===== src/rtl/lock_session_ctrl.sv =====
// lock_session_ctrl: session sequencer sitting in front of the 8-bit digital lock.
// Collects two keypad nibbles into a code, strobes it into the lock, classifies
// the lock's answer, and times the access window and the lockout penalty before
// pulsing lock_rst to re-arm the lock. At top level the lock's reset is rst | lock_rst.
//
// Optional feature: define MANUAL_RELOCK_EN to add the relock_req input, which
// ends an access window early. Without it, OPEN always runs the full window.
module lock_session_ctrl #(
  parameter int unsigned ACCESS_CYCLES  = 1000,
  parameter int unsigned LOCKOUT_CYCLES = 5000,
  parameter int unsigned ENTRY_TIMEOUT  = 200
) (
  input  logic       clk,
  input  logic       rst,
  input  logic       key_valid,
  input  logic [3:0] key_nibble,
  input  logic       key_clear,
  input  logic       access_in,
  input  logic       alarm_in,
  input  logic       lockout_in,
`ifdef MANUAL_RELOCK_EN
  input  logic       relock_req,
`endif
  output logic [7:0] key_out,
  output logic       enter_out,
  output logic       lock_rst,
  output logic       door_open,
  output logic       locked_out,
  output logic       access_fail,
  output logic       entry_abort,
  output logic       busy
);

  typedef enum logic [2:0] {
    S_IDLE,
    S_DIGIT1,
    S_SUBMIT,
    S_WAIT_RESP,
    S_OPEN,
    S_LOCKOUT,
    S_RELOCK
  } state_e;

  // Counters hold "cycles already spent" in a state, so the last cycle of an
  // N-cycle window is the one where the counter reads N-1.
  localparam logic [31:0] AccessLast  = 32'(ACCESS_CYCLES - 1);
  localparam logic [31:0] LockoutLast = 32'(LOCKOUT_CYCLES - 1);
  localparam logic [31:0] EntryLimit  = 32'(ENTRY_TIMEOUT);

  state_e      state_q;
  logic [31:0] cnt_q;
  logic [31:0] cnt_d;
  logic [7:0]  key_out_q;
  logic        enter_q;
  logic        lock_rst_q;
  logic        door_open_q;
  logic        locked_out_q;
  logic        access_fail_q;
  logic        entry_abort_q;
  logic        busy_q;

  logic        manual_relock;
  logic        entry_timeout_hit;
  logic        access_done;
  logic        lockout_done;

`ifdef MANUAL_RELOCK_EN
  assign manual_relock = relock_req;
`else
  assign manual_relock = 1'b0;
`endif

  // Saturating increment of the shared counter plus the window-end decodes.
  always_comb begin
    cnt_d             = (cnt_q == 32'hFFFF_FFFF) ? cnt_q : cnt_q + 32'd1;
    entry_timeout_hit = (cnt_d == EntryLimit);
    access_done       = (cnt_q == AccessLast);
    lockout_done      = (cnt_q == LockoutLast);
  end

  // Session FSM with every output registered and set on the transition into
  // the state that owns it, so the outputs line up with the state register.
  always_ff @(posedge clk) begin
    if (rst) begin
      state_q       <= S_IDLE;
      cnt_q         <= 32'd0;
      key_out_q     <= 8'h00;
      enter_q       <= 1'b0;
      lock_rst_q    <= 1'b0;
      door_open_q   <= 1'b0;
      locked_out_q  <= 1'b0;
      access_fail_q <= 1'b0;
      entry_abort_q <= 1'b0;
      busy_q        <= 1'b0;
    end else begin
      enter_q       <= 1'b0;
      lock_rst_q    <= 1'b0;
      access_fail_q <= 1'b0;
      entry_abort_q <= 1'b0;

      unique case (state_q)
        S_IDLE: begin
          if (key_valid) begin
            key_out_q <= {key_nibble, 4'h0};
            cnt_q     <= 32'd0;
            busy_q    <= 1'b1;
            state_q   <= S_DIGIT1;
          end
        end

        S_DIGIT1: begin
          if (key_clear) begin
            key_out_q     <= 8'h00;
            entry_abort_q <= 1'b1;
            busy_q        <= 1'b0;
            state_q       <= S_IDLE;
          end else if (key_valid) begin
            key_out_q[3:0] <= key_nibble;
            enter_q        <= 1'b1;
            state_q        <= S_SUBMIT;
          end else if (entry_timeout_hit) begin
            key_out_q     <= 8'h00;
            entry_abort_q <= 1'b1;
            busy_q        <= 1'b0;
            state_q       <= S_IDLE;
          end else begin
            cnt_q <= cnt_d;
          end
        end

        S_SUBMIT: begin
          state_q <= S_WAIT_RESP;
        end

        S_WAIT_RESP: begin
          if (access_in) begin
            cnt_q       <= 32'd0;
            door_open_q <= 1'b1;
            state_q     <= S_OPEN;
          end else if (lockout_in) begin
            cnt_q         <= 32'd0;
            locked_out_q  <= 1'b1;
            access_fail_q <= 1'b1;
            state_q       <= S_LOCKOUT;
          end else if (alarm_in) begin
            access_fail_q <= 1'b1;
            busy_q        <= 1'b0;
            state_q       <= S_IDLE;
          end else begin
            busy_q  <= 1'b0;
            state_q <= S_IDLE;
          end
        end

        S_OPEN: begin
          if (access_done || manual_relock) begin
            door_open_q <= 1'b0;
            lock_rst_q  <= 1'b1;
            key_out_q   <= 8'h00;
            state_q     <= S_RELOCK;
          end else begin
            cnt_q <= cnt_d;
          end
        end

        S_LOCKOUT: begin
          if (lockout_done) begin
            locked_out_q <= 1'b0;
            lock_rst_q   <= 1'b1;
            key_out_q    <= 8'h00;
            state_q      <= S_RELOCK;
          end else begin
            cnt_q <= cnt_d;
          end
        end

        S_RELOCK: begin
          busy_q  <= 1'b0;
          state_q <= S_IDLE;
        end

        default: begin
          key_out_q    <= 8'h00;
          door_open_q  <= 1'b0;
          locked_out_q <= 1'b0;
          busy_q       <= 1'b0;
          state_q      <= S_IDLE;
        end
      endcase
    end
  end

  assign key_out     = key_out_q;
  assign enter_out   = enter_q;
  assign lock_rst    = lock_rst_q;
  assign door_open   = door_open_q;
  assign locked_out  = locked_out_q;
  assign access_fail = access_fail_q;
  assign entry_abort = entry_abort_q;
  assign busy        = busy_q;

  // The strobes and windows are only ever visible in the state that owns them.
  a_enter_in_submit : assert property (@(posedge clk) disable iff (rst)
    enter_out |-> (state_q == S_SUBMIT));
  a_rst_in_relock : assert property (@(posedge clk) disable iff (rst)
    lock_rst |-> (state_q == S_RELOCK));
  a_open_xor_lock : assert property (@(posedge clk) disable iff (rst)
    !(door_open && locked_out));

endmodule


===== config.mk =====
export PLATFORM = sky130hd
export DESIGN_NAME = lock_session_ctrl
export DESIGN_NICKNAME = d
export VERILOG_FILES = /design/src/rtl/lock_session_ctrl.sv
export SDC_FILE = /design/constraint.sdc
export NUM_CORES = 1
export LEC_CHECK = 0
export ABC_AREA = 1
export CAP_MARGIN = 20
export CORE_MARGIN = 2
export CORE_UTILIZATION = 35
export CTS_BUF_LIST = sky130_fd_sc_hd__clkbuf_8
export DETAILED_ROUTE_END_ITERATION = 10
export GPL_TIMING_DRIVEN = 0
export PLACE_DENSITY_LB_ADDON = 0.3
export SLEW_MARGIN = 0
export SYNTH_ARGS = -nofsm -noshare
export SYNTH_HDL_FRONTEND = slang
export SYNTH_SLANG_ARGS = --single-unit

===== constraint.sdc =====
create_clock -name clk -period 2.7 [get_ports clk]
set_clock_uncertainty 0.2 [all_clocks]
set_input_delay 0.675 -clock clk [delete_from_list [all_inputs] [get_ports clk]]
set_output_delay 0.675 -clock clk [all_outputs]
set_load 0.05 [all_outputs]

==> results.py, run 1 <==
metrics = {
    "outcome": {
        "outcome": "complete, but fails checks",
        "violations": "setup timing",
    },
    "power_and_ir_drop": {
        "vdd_drop_max_uv": 271,
        "power_density_nw_per_um2": 431,
        "p_leak_nw": 2.53,
    },
    "floorplanning": {
        "die_y_um": 112,
        "dieArea_um2": 12600,
        "start_util": 0.359,
        "io_pins": 26,
        "core-area_um2": 11400,
        "die_x_um": 112,
        "rows": 39,
    },
    "placed_design": {
        "numPortBuffers": 24,
        "placed_area_um2": 4520,
        "routabilityCongestion": 1.02,
        "dp.cells": 883,
        "dp_hpwl_um": 10200,
    },
    "drt": {
        "drc_errors": 0,
        "drtAntennaViolNets": 0,
        "drt_iter0_drc": 384,
        "num_vias": 4997,
        "avgViaCountPerCell": 5.35,
        "wirelength_um": 14700,
        "wire_per_inst_um": 15.7,
        "drt-pass1-iter-count": 5,
    },
    "cells_and_area": {
        "antenna_cells": 0,
        "area_growth_pct": 40.9,
        "layout-drive-gt1-share": 0.310,
        "layout.cells.non_filler": 934,
        "layout.cell_area.non_filler_um2": 5770,
        "nNetsFinal": 802,
    },
    "sta": {
        "finalCritPeriodShare": 1.07,
        "rsz0062_at_grt": "true",
        "timing.fmax_mhz": 348,
        "slew_headroom": 0.541,
        "setup_slack_ns": -0.177,
        "worstMarginPinSlew_ns": 0.688,
        "setup_violations": 42,
        "hold_violations": 0,
        "period_minus_slack_ns": 2.88,
        "slew_viol_final": 0,
    },
    "worst_setup_path": {
        "crit_required_ns": 2.76,
        "critPathBufInv": 6,
        "path_cells": "buf_6, nand2_2, nor2_1, nand2_1, buf_4, inv_2, nand2_1, nand2_1, nand3_4, nor3_2, nand3_2, nor2_4, nand3_4, buf_6, buf_12, buf_16, nand3_2, nand2_2, nor2_2",
        "cpMostUsedCell": "nand2_1",
        "crit_family": "simple AND/OR/NAND/NOR gates",
        "start_kind": "flop",
        "worstPathArrival_ns": 2.93,
        "max_stage_delay_ns": 0.33,
        "critical_path_class": "flop to flop",
        "cp_max_fo": 8,
        "slowest_stage": "dfxtp_1",
        "crit_path_end_kind": "flop",
    },
    "synth": {
        "ys_seq_elements": 50,
        "synth_cell_types": 31,
        "synth_area_um2": 4100,
        "netlist_instances": 716,
        "synth_top_area_share": 0.244,
        "synthTopCellsByArea": "dfxtp_1 (24%), nand2_1 (20%), nor2_1 (13%)",
        "synth_top_area_cell": "dfxtp_1",
        "ys_warn_count": 0,
        "synth_seq_area_share": 0.244,
        "syn_nets": 728,
        "avgSynthCellArea_um2": 5.72,
    },
    "cts": {
        "clk_path_buf_depth": 2,
        "clk_latency_ns": 0.33,
        "root_buffer": "clkbuf_8",
        "clk_pin_slew_ns": 0.11,
        "cts_tree": "built",
        "clock_sink_count": 50,
        "htreeDepth": 2,
        "cts_buffers": 5,
    },
    "min_path": {
        "worstHoldPathType": "flop to flop",
    },
    "grt": {
        "grt_remaining_overflow": 0,
        "grt_max_degree": 18,
        "antenna_found_initial": 0,
        "grt_pass1_vias": 4564,
        "gr-usage-all-layers": 0.226,
        "grt_pass1_wl_um": 22700,
    },
    "flow_run": {
        "max_cap_viol_count": 0,
    },
}
## sequential cells by signal (all words and copies together) (netlist names)
register,flops
door_open,1
access_fail,1
locked_out,1
lock_rst,1
busy,1
entry_abort,1
enter_out,1
key_out,8
state_q,3
cnt_q,32
## through the flow
step	setup slack, ns	utilization	power (W)	setup TNS [ns]	hold WS, ns
floorplan	0.139	-	0.00150	0	0.295
global placement	-0.639	0.396	0.00171	-24.99	0.269
detailed placement	-0.626	0.396	0.00171	-24.90	0.272
CTS	-0.0732	0.478	0.00243	-1.90	0.291
global route	-0.295	0.506	0.00265	-10.15	0.318
finish	-0.177	0.506	0.00249	-5.26	0.289
## layer usage
metal / global-route usage / vias up / wire [um]
met5: 0 / - / 0
met4: 0.105 / 0 / 567
met3: 0.0400 / 52 / 1160
met2: 0.364 / 221 / 6800
met1: 0.295 / 2282 / 6140
li1: - / 2442 / -
## worst register-to-register path, delay by kind of cell (launching register included)
family                 cells  cell delay (ns)
and+or+nand+nor           13             1.46
DFF                        1             0.33
buffers and inverters      6             0.82
## cells in the final DEF, fill, tap and decap left out, drive strengths merged, types with 2 or more instances in the layout
cell type      count
dfxtp             50
xor2               3
a21oi             45
clkinvlp           2
clkdlybuf4s50     24
xnor2              2
clkbuf            18
nor3              10
o21ai             10
nor2             152
nand4             11
inv               67
nand3            101
nor4               3
nand2            230
buf               55
clkinv             2
## synth_stat cells
library cell,count
a211oi_1,1
a21oi_1,45
buf_2,11
buf_6,5
clkbuf_1,12
clkinv_1,2
dfxtp_1,50
ha_1,1
inv_1,66
inv_2,1
nand2_1,222
nand2_2,5
nand2_4,2
nand3_1,67
nand3_2,31
nand3_4,1
nand3b_1,1
nand4_1,11
nor2_1,143
nor2_2,5
nor2_4,3
nor2_8,1
nor3_1,9
nor3_2,1
nor4_1,2
nor4_2,1
o21a_1,1
o21ai_0,10
o21bai_1,1
xnor2_1,2
xor2_1,3
## repair_timing
| item | 4_1_cts | 5_1_grt |
|---|---|---|
| pin swaps | 33 | 35 |
| setup buffers | 24 | 11 |
| gates resized for setup | 144 | 61 |
| setup endpoints to repair | 44 | 44 |
| hold buffers | 0 | 0 |
| gates cloned | 7 | 2 |
## final cells by class
cell class / instances / area, um2
Inverter: 69 / 265
Tap cell: 143 / 179
Buffer: 27 / 239
Clock inverter: 3 / 48.8
Fill cell: 1177 / 5640
Multi-Input combinational cell: 572 / 3190
Timing Repair Buffer: 65 / 721
Clock buffer: 5 / 68.8
Sequential cell: 50 / 1060
## logic make-up after synthesis
| logic type | after synthesis | synth area share |
|---|---|---|
| adders and majority gates | 1 | 0.00305 |
| xor gates and xnor gates | 5 | 0.0107 |
| DFF | 50 | 0.244 |
| and+or+nand+nor | 505 | 0.568 |
| buffers and inverters | 97 | 0.101 |
| AOI/OAI and AO/OA | 58 | 0.0727 |
## power by group
| part | leakage, nW | internal [W] | switching [W] |
|---|---|---|---|
| combinational | 2.05 | 0.000369 | 0.000606 |
| sequential | 0.424 | 0.000830 | 0.000114 |
| clock | 0.0563 | 0.000283 | 0.000287 |
## final timing paths
| path | slack [ns] | from | to | depth (start not counted) |
|---|---|---|---|---|
| worst max register to register | -0.18 | cnt_q[3] | cnt_q[5] | 19 |
| worst min register to register | 0.29 | key_out[1] | key_out[1] | 2 |
| worst min-delay path | 0.29 | key_out[1] | key_out[1] | 2 |
| worst max-delay path | -0.18 | cnt_q[3] | cnt_q[5] | 19 |
No activity file was read; power rests on OpenSTA's default activity.
==> run 2: changes to the inputs <==
- PLACE_DENSITY: default -> 0.55
- PLACE_DENSITY_LB_ADDON: 0.3 -> default
==> run 2 against run 1 <==
The run still ends with setup timing left. Via count decreased by 3.1%. Sequential power about the same. Global-route usage increased by 1.6 points. First-iteration DRC count decreased by 24%. Largest cell class unchanged. Critical path type unchanged. Final area decreased by 0.67%. Utilization decreased by 0.34 points. Setup slack improved by 0.11 ns. Maximum frequency increased by 3.8%. Critical endpoint is now cnt_q[18]. Final cell count decreased by 0.75%. Register-to-register slack improved by 0.11 ns. Routed wire length increased by 4.7%. Flip-flop and latch count unchanged.
==> results.py, run 2 (synthesis results as in run 1) <==
metrics = {
    "outcome": {
        "outcome": "complete, but fails checks",
        "violations": "setup timing",
    },
    "cells_and_area": {
        "final_cell_mix": "nand2_1 (197), nor2_1 (121), inv_1 (65)",
        "largest-register": "cnt_q",
        "largest_reg_flops": 32,
        "final_common_cell": "nand2_1",
        "layout-drive-gt1-share": 0.293,
        "antenna_cells": 0,
        "fill_cells": 1186,
        "nNetsFinal": 795,
        "layout.cells.non_filler": 927,
        "fin_util": 0.502,
        "area_growth_pct": 39.9,
    },
    "placed_design": {
        "routabilityCongestion": 0.944,
        "dp_hpwl_um": 11400,
        "numPortBuffers": 24,
        "dp.cells": 883,
    },
    "sta": {
        "setup_tns_ns": -1.12,
        "hold_violations": 0,
        "finalCritPeriodShare": 1.03,
        "hold-worst-slack_ns": 0.270,
        "slew_viol_final": 0,
        "setup_slack_ns": -0.0722,
        "rsz0062_at_grt": "true",
        "worstMarginPinSlew_ns": 0.699,
        "slew_headroom": 0.534,
        "period_minus_slack_ns": 2.77,
        "setup_violations": 35,
        "timing.fmax_mhz": 361,
    },
    "cts": {
        "clk_path_buf_depth": 2,
        "cts_hold_buf": 0,
        "clock_sink_count": 50,
        "root_buffer": "clkbuf_8",
        "cts_buffers": 5,
        "cts_tree": "built",
        "clk_pin_slew_ns": 0.10,
        "clk_latency_ns": 0.33,
        "htreeDepth": 2,
    },
    "grt": {
        "grt_pass1_wl_um": 23900,
        "gr-usage-all-layers": 0.242,
        "grt_remaining_overflow": 0,
        "grt_pass1_vias": 4434,
        "grt_max_degree": 17,
        "antenna_found_initial": 0,
    },
    "min_path": {
        "worstHoldPathType": "flop to flop",
    },
    "drt": {
        "drc_errors": 0,
        "drt-pass1-iter-count": 5,
        "drt_iter0_drc": 290,
        "avgViaCountPerCell": 5.22,
        "wirelength_um": 15300,
        "wire_per_inst_um": 16.6,
        "num_vias": 4842,
        "drtAntennaViolNets": 0,
    },
    "worst_setup_path": {
        "critPathBufInv": 3,
        "path_cells": "buf_4, nand2_1, nor2_2, nand2_1, nor2_2, nand2_1, nand2_1, nand3_2, nor2_1, nand3_1, nor2_4, buf_6, nand3_4, buf_8, nand3_2, nand2_2, nor2_2",
        "crit_family": "simple AND/OR/NAND/NOR gates",
        "worstPathArrival_ns": 2.83,
        "critical_path_class": "flop to flop",
        "max_stage_delay_ns": 0.38,
        "cpMostUsedCell": "nand2_1",
        "slowest_stage": "dfxtp_4",
        "crit_path_end_kind": "flop",
        "crit_required_ns": 2.76,
        "cp_max_fo": 5,
        "start_kind": "flop",
    },
    "power_and_ir_drop": {
        "power_density_nw_per_um2": 438,
        "p_leak_nw": 2.51,
        "vdd_drop_max_uv": 378,
    },
    "floorplanning": {
        "die_x_um": 112,
        "die_y_um": 112,
        "core-area_um2": 11400,
        "start_util": 0.359,
        "dieArea_um2": 12600,
        "io_pins": 26,
        "rows": 39,
    },
    "flow_run": {
        "max_cap_viol_count": 0,
    },
}
[run 2: cell count changes in the layout (fill, tap and decap cells not counted), sizes merged]
| cell | previous run | this run |
|---|---|---|
| buf | 55 | 47 |
| clkbuf | 18 | 20 |
| clkinvlp | 2 | 0 |
| inv | 67 | 68 |
[run 2: worst min-delay path, stage by stage (launching register included)]
cell     delay, ns
dfxtp_1       0.33
nand3_2       0.06
nand2_1       0.04
[run 2: per-layer routing]
metal | global-route usage | routed length (um)
met5 | 0 | 0
met4 | 0.0707 | 316
met3 | 0.0313 | 763
met2 | 0.395 | 7150
met1 | 0.337 | 7120
[run 2: final cells by class]
type / count / area, um2 / share of cell area
Inverter: 69 / 267 / 0.0465
Tap cell: 143 / 179 / 0.0312
Clock buffer: 6 / 82.6 / 0.0144
Buffer: 27 / 224 / 0.0390
Clock inverter: 2 / 38.8 / 0.00676
Sequential cell: 50 / 1050 / 0.183
Multi-Input combinational cell: 572 / 3230 / 0.563
Timing Repair Buffer: 58 / 664 / 0.116
[run 2: what timing repair did]
| item | CTS | global route |
|---|---|---|
| cloned | 7 | 3 |
| pin swaps | 21 | 27 |
| hold endpoints to repair | 0 | 0 |
| setup endpoints to repair | 44 | 44 |
| resized for setup | 141 | 62 |
| setup buffers | 19 | 8 |
[run 2: path summary, 6_finish.rpt]
kind / start / cells past startpoint / endpoint / slack [ns]
worst max-delay path: cnt_q[1] / 17 / cnt_q[18] / -0.07
worst min-delay path: key_out[1] / 2 / key_out[1] / 0.27
worst max register to register: cnt_q[1] / 17 / cnt_q[18] / -0.07
worst min register to register: key_out[1] / 2 / key_out[1] / 0.27
[run 2: stage by stage]
stage / total power [W] / setup WS (ns) / cell area (um2)
final: 0.00251 / -0.0722 / 5740
after global routing: 0.00266 / -0.275 / 5740
after CTS: 0.00246 / -0.0538 / 5410
after detailed placement: 0.00174 / -0.568 / 4520
after global placement: 0.00174 / -0.555 / 4520
after floorplan: 0.00150 / 0.139 / 4100
[run 2: where the power goes]
part	internal [W]	switching [W]	total, W
registers	0.000830	0.000116	0.000946
clock network	0.000305	0.000285	0.000590
logic	0.000359	0.000620	0.000979
